**config.mk**
```make
export PLATFORM = sky130hd
export DESIGN_NAME = lsu_trigger_pipe
export DESIGN_NICKNAME = d
export VERILOG_FILES = /design/src/rtl/lsu_trigger_pipe.sv
export SDC_FILE = /design/constraint.sdc
export NUM_CORES = 1
export LEC_CHECK = 0
export CAP_MARGIN = 10
export CORE_MARGIN = 10
export CORE_UTILIZATION = 40
export CTS_CLUSTER_SIZE = 12
export DETAILED_ROUTE_END_ITERATION = 16
export GPL_TIMING_DRIVEN = 1
export PLACE_DENSITY = 0.75
export SETUP_SLACK_MARGIN = 0.05
export SYNTH_ARGS = -nofsm -noshare
export SYNTH_HDL_FRONTEND = slang
export SYNTH_SLANG_ARGS = --single-unit
```
**constraint.sdc**
```tcl
create_clock -name clk -period 1.7 [get_ports clk]
set_clock_uncertainty 0.2 [all_clocks]
set_input_delay 0.51 -clock clk [delete_from_list [all_inputs] [get_ports clk]]
set_output_delay 0.51 -clock clk [all_outputs]
set_load 0.05 [all_outputs]
```
**src/rtl/lsu_trigger_pipe.sv**
```systemverilog
// -----------------------------------------------------------------------------
// lsu_trigger_pipe
//
// Carries the per-trigger match vector from DC3 through DC4 into DC5, resolves
// trigger chaining and the halt/exception action on the DC4 contents, and
// presents the fired-trigger result at DC5. Also keeps sticky per-trigger hit
// status and a saturating count of DC5 fire events.
//
// Ports
//   clk                    in   1  core clock
//   rst_l                  in   1  asynchronous active-low reset
//   lsu_trigger_match_dc3  in   4  per-trigger raw match (already qualified)
//   lsu_freeze_dc3         in   1  pipeline freeze, stage registers hold
//   lsu_flush_dc4          in   1  kill the instruction in DC4
//   lsu_flush_dc5          in   1  kill the instruction in DC5
//   trigger_chain          in   2  bit0: 0 chains to 1, bit1: 2 chains to 3
//   trigger_action         in   4  per trigger: 1 = debug halt, 0 = exception
//   dec_tlu_hit_clr        in   4  per-trigger clear of sticky hit
//   lsu_trigger_match_dc5  out  4  final fired-trigger vector
//   lsu_trigger_halt_dc5   out  1  a fired trigger requests halt
//   lsu_trigger_exc_dc5    out  1  a fired trigger requests exception only
//   lsu_trigger_hit        out  4  sticky hit status
//   lsu_trigger_fire_cnt   out  8  saturating count of DC5 fire events
// -----------------------------------------------------------------------------
module lsu_trigger_pipe (
   input  logic       clk,
   input  logic       rst_l,
   input  logic [3:0] lsu_trigger_match_dc3,
   input  logic       lsu_freeze_dc3,
   input  logic       lsu_flush_dc4,
   input  logic       lsu_flush_dc5,
   input  logic [1:0] trigger_chain,
   input  logic [3:0] trigger_action,
   input  logic [3:0] dec_tlu_hit_clr,
   output logic [3:0] lsu_trigger_match_dc5,
   output logic       lsu_trigger_halt_dc5,
   output logic       lsu_trigger_exc_dc5,
   output logic [3:0] lsu_trigger_hit,
   output logic [7:0] lsu_trigger_fire_cnt
);

   localparam logic [7:0] CNT_MAX = 8'hFF;

   logic [3:0] m_dc4_q, m_dc4_d;
   logic [3:0] m_dc5_q, m_dc5_d;
   logic       halt_dc5_q, halt_dc5_d;
   logic       exc_dc5_q, exc_dc5_d;
   logic [3:0] hit_q, hit_d;
   logic [7:0] cnt_q, cnt_d;

   logic [3:0] chain_res;
   logic [3:0] res_dc4;
   logic       halt_dc4;
   logic       exc_dc4;
   logic [3:0] fire_dc5;
   logic       any_fire_dc5;

   // A chained pair only fires when both members match; each member then
   // reports the fire so the TLU sees the whole pair.
   function automatic logic [1:0] resolve_pair(input logic [1:0] m,
                                               input logic       chained);
      logic both;
      both = m[0] & m[1];
      if (chained) resolve_pair = {both, both};
      else         resolve_pair = m;
   endfunction

   // Chain and action resolution on DC4 contents, using the configuration
   // as it stands while the instruction sits in DC4.
   always_comb begin
      chain_res      = '0;
      chain_res[1:0] = resolve_pair(m_dc4_q[1:0], trigger_chain[0]);
      chain_res[3:2] = resolve_pair(m_dc4_q[3:2], trigger_chain[1]);

      res_dc4  = lsu_flush_dc4 ? 4'b0000 : chain_res;
      halt_dc4 = |(res_dc4 & trigger_action);
      exc_dc4  = (|(res_dc4 & ~trigger_action)) & ~halt_dc4;
   end

   // Stage next-state. Freeze holds both stages; a flush of a stage still
   // clears it while frozen. An unfrozen DC4 flush already zeroed res_dc4.
   always_comb begin
      m_dc4_d    = m_dc4_q;
      m_dc5_d    = m_dc5_q;
      halt_dc5_d = halt_dc5_q;
      exc_dc5_d  = exc_dc5_q;

      if (lsu_freeze_dc3) begin
         if (lsu_flush_dc4) m_dc4_d = 4'b0000;
      end else begin
         m_dc4_d    = lsu_trigger_match_dc3;
         m_dc5_d    = res_dc4;
         halt_dc5_d = halt_dc4;
         exc_dc5_d  = exc_dc4;
      end

      if (lsu_flush_dc5) begin
         m_dc5_d    = 4'b0000;
         halt_dc5_d = 1'b0;
         exc_dc5_d  = 1'b0;
      end
   end

   always_ff @(posedge clk or negedge rst_l) begin
      if (!rst_l) begin
         m_dc4_q    <= 4'b0000;
         m_dc5_q    <= 4'b0000;
         halt_dc5_q <= 1'b0;
         exc_dc5_q  <= 1'b0;
      end else begin
         m_dc4_q    <= m_dc4_d;
         m_dc5_q    <= m_dc5_d;
         halt_dc5_q <= halt_dc5_d;
         exc_dc5_q  <= exc_dc5_d;
      end
   end

   // DC5 flush kills the outputs in the same cycle it is asserted.
   assign fire_dc5     = lsu_flush_dc5 ? 4'b0000 : m_dc5_q;
   assign any_fire_dc5 = |fire_dc5;

   assign lsu_trigger_match_dc5 = fire_dc5;
   assign lsu_trigger_halt_dc5  = halt_dc5_q & ~lsu_flush_dc5;
   assign lsu_trigger_exc_dc5   = exc_dc5_q & ~lsu_flush_dc5;

   // Sticky hit: a new fire beats a clear arriving in the same cycle.
   always_comb begin
      hit_d = (hit_q & ~dec_tlu_hit_clr) | fire_dc5;
   end

   always_comb begin
      cnt_d = cnt_q;
      if (any_fire_dc5 && (cnt_q != CNT_MAX)) cnt_d = cnt_q + 8'd1;
   end

   always_ff @(posedge clk or negedge rst_l) begin
      if (!rst_l) begin
         hit_q <= 4'b0000;
         cnt_q <= 8'h00;
      end else begin
         hit_q <= hit_d;
         cnt_q <= cnt_d;
      end
   end

   assign lsu_trigger_hit      = hit_q;
   assign lsu_trigger_fire_cnt = cnt_q;

endmodule

```
==> out/qor.csv <==
stage,metric,value,unit
outcome,outcome,finished with violations,
outcome,violations,setup timing,
timing,fin_crit,1.86,ns
critical_path,critPathSlowestCell,dfrtp_1,
place,dp_hpwl,2.43,mm
critical_path,crit_path_max_incr_delay,0.45,ns
final_layout,num-nets-final,208,
synth,avgSynthCellArea,10.0,sq um
timing,fmax,538,MHz
drt,vias,1184,
timing,fin_ws,-0.158,ns
clocking,cts_tree,yes,
place,gp_congestion,0.986,
synth,syn-num-nets,129,
critical_path,critical_path.startpoint_type,register,
worst_hold_path,hold_class,input port to async pin,
floorplanning,die-height,72.2,microns
clocking,cts_htree_levels,1,
synth,synth_commonest_cells,"dfrtp_1, nor3_1, nand2_1, nor2b_1, inv_1",
clocking,clkTransAtPathRegs,0.14,ns
floorplanning,die_w,72.2,microns
run,cap_violations,0,
synth,synth_cells,109,
synth,yosysMostFrequentCell,dfrtp_1,
critical_path,critPathMaxFanout,3,
power_and_ir_drop,leakagePower,1.05,nW
global_routing,grt_max_degree,23,
critical_path,r2r-start,m_dc5_q[3]$_DFFE_PN0P_,
clocking,cts_made_buffers,3,
final_layout,register_area,562,sq um
final_layout,fill_cells,140,
critical_path,setup.worst_path.start,m_dc5_q[1]$_DFFE_PN0P_,
timing,hold_ws,0.304,ns
drt,antenna_left,0,
critical_path,cp-end-kind,primary output,
floorplanning,rows,18,
timing,worst-slew-pin-transition,0.317,ns
drt,wl,4.08,mm
drt,drtPass1Iterations,6,
clocking,clock_sinks,22,
timing,post-route-period-util,109,%
power_and_ir_drop,fin_total_pwr,0.00185,W
timing,fin_setup_tns,-0.737,ns
synth,ys_warn_count,0,
critical_path,crit_family,flip-flops,
critical_path,arrival,1.15,ns
drt,drc,0,
critical_path,crit_type,register to primary output,
global_routing,antenna_found_initial,0,
timing,rsz0062_at_grt,true,
final_layout,multi_input_area,658,sq um
floorplanning,coreArea,0.00254,sq mm
global_routing,grt_pass1_wl,5.85,mm
final_layout,antennaDiodeCount,0,
synth,synth-async-reset-ratio,100,%
global_routing,grt_pass1_vias,1218,
timing,drv_slew,0,
timing,setup_violations,9,
synth,synth_top_cell_by_area,dfrtp_1,
floorplanning,start_util,42.8,%
synth,synthTopCellsByArea,"dfrtp_1, nor2b_1, nor3_1, xnor2_1, a21oi_1",
clocking,cts_root_buffer,clkbuf_4,
place,numPortBuffers,36,
synth,synthFlopType,dfrtp_1,
synth,ys_seq_area_share,50.5,%
global_routing,grt_use_total,13.8,%
power_and_ir_drop,peakVddDrop,1190,uV
timing,hold_viol_final,0,
synth,post_synth_num_cell_types,32,
clocking,clkLatencyLatePin,0.34,ns
final_layout,areaGrowthSynthToFinish,100,%
critical_path,cp_num_buf_inv,1,
critical_path,crit_chain,nor2b_4 > buf_12,
floorplanning,die_area,0.00521,sq mm
floorplanning,pin_count,37,
synth,ys_ff_latch,22,
timing,slew_headroom,78.6,%
drt,drt-initial-drc-count,29,
clocking,postCtsHoldBufs,0,
global_routing,overflow,0,
synth,synth_top_area_share,50.5,%
synth,netlist_area,0.00109,sq mm
final_layout,final_core_util,85.7,%
drt,wire_per_inst,18.8,microns
power_and_ir_drop,p_per_area,846,mW/mm^2
synth,synth-edff-count,0,
clocking,cts_buffer_depth,2,
critical_path,crit_required,0.99,ns
drt,vias_per_cell,5.46,
final_layout,drive_above_1_share,52.9,%
## final timing paths
path	end	slack, ns	cells after the start
worst max-delay path	lsu_trigger_match_dc5[1]	-0.16	2
worst min-delay path	m_dc5_q[1]$_DFFE_PN0P_	0.30	2
worst max register to register	lsu_trigger_fire_cnt[1]$_DFFE_PN0P_	-0.11	6
worst min register to register	lsu_trigger_hit[2]$_DFF_PN0_	0.36	1
max in group asynchronous	lsu_trigger_fire_cnt[0]$_DFFE_PN0P_	0.83	2
min in group clk	lsu_trigger_hit[0]$_DFF_PN0_	0.36	3
## placed cells by master (no fill, tap or decap), types with 2 or more instances in the layout
cell             count
or2b_2               2
a21oi_1              6
dfrtp_2              9
nor2b_4              8
o21ai_0              4
nor2b_1              2
xnor2_1              4
nor3_2               2
dlygate4sd2_1        7
clkbuf_4             3
nand4_1              3
clkdlybuf4s50_1     10
nor3_1               6
nand2b_4             2
nor3b_1              3
dfrtp_1             13
buf_4               35
buf_12              19
nor2_1               5
a21o_1               4
a31oi_1              2
buf_6                5
nand3_1              2
inv_1                7
nand2_1              7
## layout make-up
class	count	share of cell area (%)
multi-input cells	78	30.2
well taps	30	1.72
inverters	7	1.20
flip-flops and latches	22	25.8
clock buffers	4	1.66
repair buffers	76	39.5
## registers in the layout (all words and copies together) (netlist names)
name	cells
halt_dc5_q	1
lsu_trigger_fire_cnt	8
m_dc4_q	4
exc_dc5_q	1
lsu_trigger_hit	4
m_dc5_q	4
## layer usage
metal	global-route usage (%)	part of all wire (%)	vias up
met5	0	0	-
met4	6.45	2.2	0
met3	4.90	7.5	11
met2	24.8	54	56
met1	13.8	36	582
li1	-	-	535
## logic make-up after synthesis
kind of cell	count (synthesis)	synth area share, %
simple gates	51	28.0
mux	1	1.03
buf+inv	9	3.10
xor+xnor	5	4.02
compound gates	20	12.2
fa+ha+maj	1	1.15
flops	22	50.5
## metrics by stage
step / worst slack, ns / instance area, sq um / instances
after global placement: -0.530 / 1910 / 190
after global routing: -0.207 / 2180 / 217
after CTS: -0.140 / 2090 / 210
after floorplan: -0.0403 / 1200 / 109
final: -0.158 / 2180 / 217
after detailed placement: -0.570 / 1910 / 190
## report_power, final
group / internal, W / leakage (nW) / switching, W
combinational: 0.000468 / 0.749 / 0.000406
sequential: 0.000587 / 0.282 / 0.0000666
clock: 0.000132 / 0.0210 / 0.000187
## timing repair
item                       CTS  global route
resized for setup           19            10
setup endpoints to repair   22            27
setup buffers               16             9
pin swaps                    4             4
gates cloned                 0             0
Power figures use the tool's default switching activity.
